## src/rtl/trace_delta_pkg.sv

```systemverilog
// Shared types and default sizing for the trace delta packer slice.
// The record struct here is sized to the default configuration.
package trace_delta_pkg;

    typedef enum logic {
        DUMP = 1'b0,
        RUN  = 1'b1
    } state_t;

    localparam int DEF_INSTANCES  = 10;
    localparam int DEF_VARS       = 10;
    localparam int DEF_FIFO_DEPTH = 8;
    localparam int DEF_TS_W       = 16;

    function automatic int idx_w(input int n);
        return (n > 1) ? $clog2(n) : 1;
    endfunction

    localparam int DEF_IDX_W = idx_w(DEF_INSTANCES * DEF_VARS);

    typedef struct packed {
        logic [DEF_IDX_W-1:0] index;
        logic                 value;
        logic                 dump;
        logic [DEF_TS_W-1:0]  ts;
    } trace_rec_t;

endpackage

```

## src/rtl/trace_delta_packer_if.sv

```systemverilog
// Record stream from the packer to the trace writer, plus the dump-complete flag.
interface trace_delta_packer_if
    import trace_delta_pkg::*;
#(
    parameter int IDX_W = DEF_IDX_W,
    parameter int TS_W  = DEF_TS_W
);
    logic             rec_valid;
    logic             rec_ready;
    logic [IDX_W-1:0] rec_index;
    logic             rec_value;
    logic             rec_dump;
    logic [TS_W-1:0]  rec_time;
    logic             dump_done;

    modport master (
        output rec_valid, rec_index, rec_value, rec_dump, rec_time, dump_done,
        input  rec_ready
    );

    modport slave (
        input  rec_valid, rec_index, rec_value, rec_dump, rec_time, dump_done,
        output rec_ready
    );
endinterface

```

## src/rtl/trace_rec_fifo.sv

```systemverilog
// Synchronous show-ahead FIFO; the head entry is presented while non-empty,
// and the read port reads as zero when empty so outputs are clean after reset.
module trace_rec_fifo #(
    parameter int  DEPTH = 8,
    parameter type rec_t = logic
) (
    input  logic clk,
    input  logic rst,
    input  logic push,
    input  rec_t wdata,
    input  logic pop,
    output rec_t rdata,
    output logic full,
    output logic empty
);
    localparam int AW = $clog2(DEPTH);

    rec_t          mem [DEPTH];
    logic [AW-1:0] wr_ptr;
    logic [AW-1:0] rd_ptr;
    logic [AW:0]   count;
    logic          do_push;
    logic          do_pop;

    assign do_push = push && !full;
    assign do_pop  = pop && !empty;
    assign full    = (count == (AW+1)'(DEPTH));
    assign empty   = (count == '0);
    assign rdata   = empty ? rec_t'('0) : mem[rd_ptr];

    always_ff @(posedge clk) begin
        if (rst) begin
            wr_ptr <= '0;
            rd_ptr <= '0;
            count  <= '0;
        end else begin
            if (do_push) wr_ptr <= wr_ptr + 1'b1;
            if (do_pop)  rd_ptr <= rd_ptr + 1'b1;
            case ({do_push, do_pop})
                2'b10:   count <= count + 1'b1;
                2'b01:   count <= count - 1'b1;
                default: ;
            endcase
        end
    end

    always_ff @(posedge clk) begin
        if (do_push) mem[wr_ptr] <= wdata;
    end
endmodule

```

## src/rtl/trace_delta_packer.sv

```systemverilog
// Watches INSTANCES*VARS status bits and streams one record per changed bit:
// a full initial dump after reset, then lowest-index-first deltas with coalescing.
module trace_delta_packer
    import trace_delta_pkg::*;
#(
    parameter  int INSTANCES  = DEF_INSTANCES,
    parameter  int VARS       = DEF_VARS,
    parameter  int FIFO_DEPTH = DEF_FIFO_DEPTH,
    parameter  int TS_W       = DEF_TS_W,
    localparam int N          = INSTANCES * VARS,
    localparam int IDX_W      = idx_w(N)
) (
    input  logic                 clk,
    input  logic                 rst,
    input  logic [N-1:0]         sig_in,
    trace_delta_packer_if.master rec
);
    typedef struct packed {
        logic [IDX_W-1:0] index;
        logic             value;
        logic             dump;
        logic [TS_W-1:0]  ts;
    } pkt_t;

    state_t           state, state_nxt;
    logic [IDX_W-1:0] idx, idx_nxt;
    logic [N-1:0]     sig_q;
    logic [N-1:0]     emitted, emitted_nxt;
    logic [N-1:0]     diff;
    logic [TS_W-1:0]  ts_cnt;
    logic             armed;
    logic [IDX_W-1:0] low_idx;
    logic             has_diff;
    logic             push;
    logic             full;
    logic             empty;
    pkt_t             wrec;
    pkt_t             hrec;

    assign diff = sig_q ^ emitted;

    // Scanning downward leaves the lowest set index as the final winner.
    always_comb begin
        low_idx  = '0;
        has_diff = 1'b0;
        for (int i = N - 1; i >= 0; i--) begin
            if (diff[i]) begin
                low_idx  = IDX_W'(i);
                has_diff = 1'b1;
            end
        end
    end

    // sig_q is only meaningful one edge after reset, so nothing is pushed until armed.
    always_comb begin
        state_nxt   = state;
        idx_nxt     = idx;
        emitted_nxt = emitted;
        push        = 1'b0;
        wrec        = '{index: idx, value: sig_q[idx], dump: 1'b1, ts: ts_cnt};
        if (armed && !full) begin
            case (state)
                DUMP: begin
                    push             = 1'b1;
                    emitted_nxt[idx] = sig_q[idx];
                    if (idx == IDX_W'(N - 1)) state_nxt = RUN;
                    else                      idx_nxt   = idx + 1'b1;
                end
                RUN: begin
                    if (has_diff) begin
                        push                 = 1'b1;
                        wrec                 = '{index: low_idx, value: sig_q[low_idx],
                                                 dump: 1'b0, ts: ts_cnt};
                        emitted_nxt[low_idx] = sig_q[low_idx];
                    end
                end
            endcase
        end
    end

    always_ff @(posedge clk) begin
        if (rst) begin
            state   <= DUMP;
            idx     <= '0;
            emitted <= '0;
            sig_q   <= '0;
            ts_cnt  <= '0;
            armed   <= 1'b0;
        end else begin
            state   <= state_nxt;
            idx     <= idx_nxt;
            emitted <= emitted_nxt;
            sig_q   <= sig_in;
            ts_cnt  <= ts_cnt + 1'b1;
            armed   <= 1'b1;
        end
    end

    trace_rec_fifo #(
        .DEPTH (FIFO_DEPTH),
        .rec_t (pkt_t)
    ) u_fifo (
        .clk   (clk),
        .rst   (rst),
        .push  (push),
        .wdata (wrec),
        .pop   (rec.rec_valid && rec.rec_ready),
        .rdata (hrec),
        .full  (full),
        .empty (empty)
    );

    assign rec.rec_valid = !empty;
    assign rec.rec_index = hrec.index;
    assign rec.rec_value = hrec.value;
    assign rec.rec_dump  = hrec.dump;
    assign rec.rec_time  = hrec.ts;
    assign rec.dump_done = (state == RUN);
endmodule

```

## src/flat_wrapper.sv

```systemverilog
// flat-port wrapper written by rule: the top's interface ports become plain ports
module trace_delta_packer_flat import trace_delta_pkg::*;
#(
    parameter  int INSTANCES  = DEF_INSTANCES,
    parameter  int VARS       = DEF_VARS,
    parameter  int FIFO_DEPTH = DEF_FIFO_DEPTH,
    parameter  int TS_W       = DEF_TS_W,
    localparam int N          = INSTANCES * VARS,
    localparam int IDX_W      = idx_w(N)
)
  (clk, rst, sig_in, rec_rec_valid, rec_rec_index, rec_rec_value, rec_rec_dump, rec_rec_time, rec_dump_done, rec_rec_ready);
  trace_delta_packer_if #(.IDX_W((DEF_IDX_W)), .TS_W(TS_W)) rec_i ();
  input  logic clk;
  input  logic rst;
  input  logic [N-1:0] sig_in;
  output wire logic [$bits(rec_i.rec_valid)-1:0] rec_rec_valid;
  output wire logic [$bits(rec_i.rec_index)-1:0] rec_rec_index;
  output wire logic [$bits(rec_i.rec_value)-1:0] rec_rec_value;
  output wire logic [$bits(rec_i.rec_dump)-1:0] rec_rec_dump;
  output wire logic [$bits(rec_i.rec_time)-1:0] rec_rec_time;
  output wire logic [$bits(rec_i.dump_done)-1:0] rec_dump_done;
  input wire logic [$bits(rec_i.rec_ready)-1:0] rec_rec_ready;
  assign rec_rec_valid = rec_i.rec_valid;
  assign rec_rec_index = rec_i.rec_index;
  assign rec_rec_value = rec_i.rec_value;
  assign rec_rec_dump = rec_i.rec_dump;
  assign rec_rec_time = rec_i.rec_time;
  assign rec_dump_done = rec_i.dump_done;
  assign rec_i.rec_ready = rec_rec_ready;
  trace_delta_packer #(.INSTANCES(INSTANCES), .VARS(VARS), .FIFO_DEPTH(FIFO_DEPTH), .TS_W(TS_W)) u_core (.clk(clk), .rst(rst), .sig_in(sig_in), .rec(rec_i));
endmodule
```

## config.mk

```make
export PLATFORM = sky130hd
export DESIGN_NAME = trace_delta_packer_flat
export DESIGN_NICKNAME = d
export VERILOG_FILES = /design/src/rtl/trace_delta_pkg.sv /design/src/rtl/trace_delta_packer_if.sv /design/src/rtl/trace_rec_fifo.sv /design/src/rtl/trace_delta_packer.sv /design/src/flat_wrapper.sv
export SDC_FILE = /design/constraint.sdc
export NUM_CORES = 1
export LEC_CHECK = 0
export ABC_AREA = 0
export BUFFER_PORTS_ARGS = -buffer_cell sky130_fd_sc_hd__buf_4
export CAP_MARGIN = 20
export CORE_MARGIN = 2
export CORE_UTILIZATION = 42
export CTS_BUF_LIST = sky130_fd_sc_hd__clkbuf_8 sky130_fd_sc_hd__clkbuf_16
export DETAILED_ROUTE_END_ITERATION = 8
export PLACE_DENSITY = 0.6
export RECOVER_POWER = 25
export SLEW_MARGIN = 10
export SYNTH_ARGS = -nofsm -noshare
export SYNTH_HDL_FRONTEND = slang
export SYNTH_SLANG_ARGS = --single-unit
```

## constraint.sdc

```tcl
create_clock -name clk -period 5.4 [get_ports clk]
set_input_delay 0 -clock clk [delete_from_list [all_inputs] [get_ports clk]]
set_output_delay 0 -clock clk [all_outputs]
set_load 0.05 [all_outputs]
```

== Word level (Yosys, flattened, before mapping) ==
Memories as Yosys holds them, arrays and structs flattened. A register that Yosys moved wholly into a read port is not among the register bits.
Cells that the tools add are included.
Storage, ports and cells
  register bits: 235
  bits in writable memories: 200
  bits of input ports: 103
  output and inout bits: 27
  logic and storage cells: 267
  memories kept: 1
Cells by class
  add/subtract/negate cells: 6
  magnitude comparators: 4
  equal/unequal tests: 5
  mux-type cells: 227
  bitwise operators: 3
  reduce and logical (&&, ||, !) cells: 12
Memory list
  u_core.u_fifo.mem: depth 8, width 25, read ports 1, clocked after Yosys merged registers in 1, wr ports 1, RTL line trace_rec_fifo.sv:18  | rec_t mem [DEPTH];
Operators by type and width (count)
  two-way mux 7 bit: 100
  bitwise mux 100 bit: 2
  case mux 100 bit (2 select lines): 1
  two-way mux 1 bit: 111
  two-way mux 100 bit: 1
  two-way mux 25 bit: 4
  XOR 100 bit: 1
  adder 16 x 1 -> 16 bit, second input constant: 1
  < comparator 7 x 8 -> 1 bit, second input constant: 2
  binary-select mux 1 bit (select 7 bit): 2
  demux 1 bit (select 7 bit): 2
  >= comparator 7 x 1 -> 1 bit, second input constant: 2
  case mux 4 bit (2 select lines): 1
  adder 7 x 1 -> 7 bit, second input constant: 1
  equality test 7 bit, second input constant: 1
  adder 3 x 1 -> 3 bit, second input constant: 2
  logical AND 1 bit: 6
  two-way mux 3 bit: 2
  adder 4 x 1 -> 4 bit, second input constant: 1
  equality test 4 bit, second input constant: 1
  logical NOT 4 bit: 1
  subtractor 4 x 1 -> 4 bit, second input constant: 1
  AND reduction 3 bit: 1
  equality test 2 x 1 -> 1 bit, second input constant: 1
  other kinds (7): 9

== Longest topological paths before layout ==
  depth in word-level cells: 108
  depth in mapped cells: 18
  mapped depth without buffers: 14

== Hierarchy ==
A second synthesis with hierarchy kept.
Unflattened totals
  cell total of the unflattened synthesis: 2310
  area total of the unflattened synthesis: 22883.2 sq um
By module, submodules not included
  trace_delta_packer: instances 1, cells each 1919, area an instance 14599.0 sq um, sequential area each 4504.3 sq um
  trace_rec_fifo: instances 1, cells each 391, area an instance 8284.2 sq um, sequential area each 6266.0 sq um

== Worst setup path after synthesis ==
Ideal clock, no wire load.
  path type: flip-flop to flip-flop
  start point: register u_core.emitted[48]
  end point: memory u_core.u_fifo.mem[0][17] in the netlist's numbering, data pin
  setup time: 0.309 ns
  data arrival time: 4.030 ns
  data required time: 5.091 ns
  setup slack: 1.062 ns
  cell stages (with the launch flop): 18
  buffers on the path: 4
  clock period less this slack: 4.338 ns
  cells stage by stage: dfxtp_1 -> xor2_1 -> or4_1 -> nor3_2 -> o211ai_2 -> o211a_4 -> o41ai_4 -> buf_6 -> mux2_2 -> a222oi_1 -> o22ai_1 -> nor4_1 -> a21oi_1 -> buf_2 -> buf_6 -> buf_6 -> nor4_1 -> a21oi_1
RTL lines
  start: declaration: RTL line trace_delta_packer.sv:28  | logic [N-1:0] emitted, emitted_nxt;
  start signal: assignment: RTL line trace_delta_packer.sv:92  | emitted <= emitted_nxt;
  end: declaration: RTL line trace_rec_fifo.sv:18

== Worst setup path in the final report ==
  start point: register u_core.emitted[20]
  end point: register u_core.emitted[71]
Between the ends
  cells in the longest elaborated chain, start to end: 29
  elaborated cells between the ends (all ways): 55
  classes of those cells: 2 x order compare; 1 x eq/ne; 49 x mux; 1 x bitwise; 2 x reduce/logical
RTL lines
  XOR 100 bit (*): RTL line trace_delta_packer.sv:40  | assign diff = sig_q ^ emitted;
  two-way mux 7 bit (21 in a row): RTL line trace_delta_packer.sv:47  | if (diff[i]) begin
  < comparator 7 x 8 -> 1 bit (implied by the code) / >= comparator 7 x 1 -> 1 bit (equally long branches): RTL line trace_delta_packer.sv:74  | emitted_nxt[low_idx] = sig_q[low_idx];
  logical AND 1 bit (implied by the code): RTL line trace_delta_packer.sv:74
  two-way mux 1 bit (implied by the code): RTL line trace_delta_packer.sv:74
  demux 1 bit (select 7 bit)
  bitwise mux 100 bit: RTL line trace_delta_packer.sv:74
  two-way mux 100 bit: RTL line trace_delta_packer.sv:70  | if (has_diff) begin
  case mux 100 bit (2 select lines): RTL line trace_delta_packer.sv:62  | case (state)
Every way passes the cells marked *; elsewhere a longest branch is shown, timed or not. The select of a mux whose other input is x is not followed.
A chain may end at the register's enable or synchronous reset.

==> metrics.md <==
| Metric | Value |
|---|---|
| Status | `finished with violations` |
| Violated checks | `max-capacitance violations, max-slew violations` |
| Slew Limit Fails | `95` |
| Pwr/cell area | `335 mW/mm^2` |
| CP dominant cell by count | `buf_4` |
| Die width | `241 microns` |
| R2R Setup Slk | `0.14 ns` |
| Drt pass-1 iters | `6` |
| Gr ovfl total | `0` |
| Most common cell after layout, fill and taps aside | `buf_4` |
| Setup ws final | `0.140 ns` |
| Cell Int Power | `6.55 mW` |
| Initial antenna violation count | `1` |
| Most frequent cells in the layout | `buf_4 (290), a21oi_1 (233), dfxtp_1 (232), o21ai_0 (205), edfxtp_1 (200)` |
| Register area | `0.0108 sq mm` |
| Syn_nets | `2473` |
| HP Start | `rec_rec_ready` |
| Critical Path Source Type | `register` |
| FF-to-FF path depth | `16` |
| Total track usage | `33.3%` |
| Cell Rows | `86` |
| Fill cell total of the finished layout | `4981` |
| Synth area leaders | `edfxtp_1 (26%), dfxtp_1 (20%), mux4_2 (6.0%), a21oi_1 (5.0%), o21ai_0 (4.4%)` |
| Die ar. | `0.0579 sq mm` |
| Area of the multi-input gates | `0.0120 sq mm` |
| Primary FF master, synth | `dfxtp_1` |
| Critical Path Source | `u_core.emitted[20]$_SDFFE_PP0P_` |
| Die Y | `241 microns` |
| Unique masters post-synth | `86` |
| Starting Density | `42.6%` |
| Max_slew headroom | `-133%` |
| Cell area after synthesis | `0.0235 sq mm` |
| Gate Count Post-Synth | `2363` |
| Worst-Margin Slew | `3.49 ns` |
| Seq/Total Area, Yosys | `45.8%` |
| Largest net degree at the start of global routing | `95` |
| Buffers on Ports | `129` |
| Layout cells sized above 1 | `19.5%` |
| Layout Nets | `2773` |
| Clock Power Share | `34.7%` |
| DP HPWL | `68.9 mm` |
| Worst Setup EP | `u_core.emitted[71]$_SDFFE_PP0P_` |
| Synth area leader | `edfxtp_1` |
| Routed len/inst | `28.4 microns` |
| Flop pwr share | `39.0%` |
| Reg clk slew, reported paths | `0.06 ns` |
| TritonCTS clock tree | `built` |
| Vias in the first global route | `21300` |
| Min cycle time layout | `5.26 ns` |
| Final worst-path cycle share | `97.4%` |
| CP endpoint kind | `register` |
| Boundary pin count | `130` |
| Leakage | `10.5 nW` |
| Max Fclk | `190 MHz` |
| CP Cell Sequence | `xnor2_1 -> o21ai_0 -> a2111oi_0 -> nor3_1 -> nor3_2 -> o211a_1 -> nor2_1 -> buf_4 -> a22oi_1 -> o32ai_1 -> o31ai_1 -> nand3_2 -> buf_12 -> buf_4 -> o311ai_0 -> a211oi_1` |
| Tot Pwr | `9.71 mW` |
| CTS HTree Levels | `2` |
| Crit path max-delay family | `compound AO/OA/AOI/OAI gates` |
| Sw Share | `32.6%` |
| DRC | `0` |
| Final WL | `97.9 mm` |
| CP Max Fanout | `34` |
| Worst Path Arrival | `5.71 ns` |
| RSZ-0062 raised after global routing | `false` |
| Hold Vio Cnt, Final | `0` |
| Via count | `22000` |
| Syn avg cell area | `9.95 sq um` |
| WP data required | `5.85 ns` |
| Area growth, synth to finish | `23.2%` |
| Hold Crit Class | `input pin to register` |
| Initial DRC count | `2945` |
| Bufs on Longest Clock Path | `3` |
| Setup WS pre-CTS | `0.0964 ns` |
| Root buf cell | `clkbuf_16` |
| Worst reg2reg path endpoint | `u_core.emitted[71]$_SDFFE_PP0P_` |
| Critical path depth | `16` |
| Cts bufs inserted | `48` |
| Origin of the critical flop-to-flop path | `u_core.emitted[20]$_SDFFE_PP0P_` |
| DR vias/cell | `6.39` |
| Number of synthesized flops with an enable pin | `200` |
| First-pass GRT wire length | `140 mm` |
| Fraction of registers with async set/reset | `0%` |
| Post-synth top area share | `25.6%` |
| Worst vdd ir | `0.227 mV` |
| Clk sinks | `438` |
| Core ar. | `0.0552 sq mm` |
| Synth warn | `0` |
| Worst-Skew Late Latency | `0.63 ns` |
| Detail Route Antenna Nets | `0` |
| Max_cap viols | `1` |
| Combinational power share | `26.2%` |
| WP buf/inv | `3` |
| Clock Skew | `0.0410 ns` |
| Type of the worst setup path | `register to register` |
| Slowest CP cell | `a2111oi_0` |
| Hold Path Cell Cnt | `4` |
| Max incr delay on CP | `0.61 ns` |
| Finish-stage setup viols | `0` |
| NetSw | `3.16 mW` |
| Yosys reg bits | `438` |
| Gpl congestion | `1.04` |
cell families (layout without fill, tap and decap cells):
kind of cell | after synthesis | count (layout) | synth area share (%)
AO/OA/AOI/OAI | 782 | 782 | 21.8
AND/OR/NAND/NOR | 662 | 662 | 13.9
flip-flops | 438 | 438 | 45.8
buffers and inverters | 197 | 537 | 3.58
XOR/XNOR | 155 | 155 | 5.78
multiplexers | 122 | 122 | 8.69
adder cells (fa/ha/maj) | 7 | 7 | 0.373
other | 0 | 1 | 0
worst min-delay path by stage:
stage                                                      end
after floorplan                     u_core.sig_q[0]$_SDFF_PP0_
after global placement             u_core.sig_q[91]$_SDFF_PP0_
after detailed placement           u_core.sig_q[14]$_SDFF_PP0_
after CTS                                             register
after global routing      u_core.u_fifo.rd_ptr[0]$_SDFFE_PP0P_
final                                                 register
area by class of cell:
class	instances	share of cell area (%)
Clock inverter	35	1.06
Inverter	39	0.505
Multi-Input combinational cell	1728	41.5
Antenna cell	1	0.00864
Sequential cell	438	37.2
Tap cell	748	3.23
Clock buffer	55	4.56
Timing Repair Buffer	408	11.9
synthesized netlist by cell type (all sizes together) (14+ instances only):
cell type / count
nand4: 16
edfxtp: 200
nand2: 181
mux2i: 33
and3: 19
nor3: 37
mux2: 26
o31ai: 16
xnor2: 61
a22oi: 20
a211oi: 62
clkbuf: 113
nand3: 42
a221o: 21
nor4: 28
a221oi: 14
dfxtp: 238
a21oi: 234
nor2: 154
inv: 38
xor2: 94
a31oi: 24
buf: 45
nor2b: 114
mux4: 63
o311ai: 53
o21ai: 209
and2: 15
o211ai: 28
what timing repair did:
item,4_1_cts,5_1_grt
resized for setup,0,4
buffers inserted,0,4
setup endpoints to repair,0,85
hold buffers,106,0
endpoints found under the hold margin,146,0
per-layer routing:
metal  vias to the layer above  track usage (%)  wire length [microns]
li1                       9571                -                      -
met1                     10600             41.0                  36600
met2                      1443             51.9                  43100
met3                       421             7.30                   9750
met4                         0             24.1                   8510
met5                         -                0                      0
sequential cells by signal, indices dropped and copies added, names as in the netlist, 3 cells and up, named ones only:
signal	flops
u_core.u_fifo.mem	200
u_core.ts_cnt	16
u_core.emitted	100
u_core.u_fifo.wr_ptr	3
u_core.sig_q	100
u_core.u_fifo.count	4
u_core.idx	7
u_core.u_fifo.rd_ptr	3
power by group through the flow:
stage               Clock [mW]  Sequential (mW)  Combinational, mW
floorplan                    0             3.76               1.65
global placement             0             3.85               2.44
detailed placement           0             3.86               2.45
CTS                       3.40             3.79               2.52
global route              3.53             3.81               2.67
finish                    3.37             3.79               2.55
worst min-delay path, cell delays in order:
cell and delay (ns):
buf_4 0.13, nor2b_1 0.21, mux2i_1 0.18, nor2_1 0.07
per-stage QoR:
step	cell area, sq um	std cells	hold WS, ns	util, %	TNS (ns)
CTS	28900	3446	0.0205	52.4	0
finish	29000	3452	0.0362	52.5	0
floorplan	23500	2363	0.128	-	0
global route	29000	3451	0.0482	52.5	0
detailed placement	26200	3250	0.214	47.5	0
global placement	26200	3249	0.212	47.5	-2.66
Power figures use the tool's default switching activity.
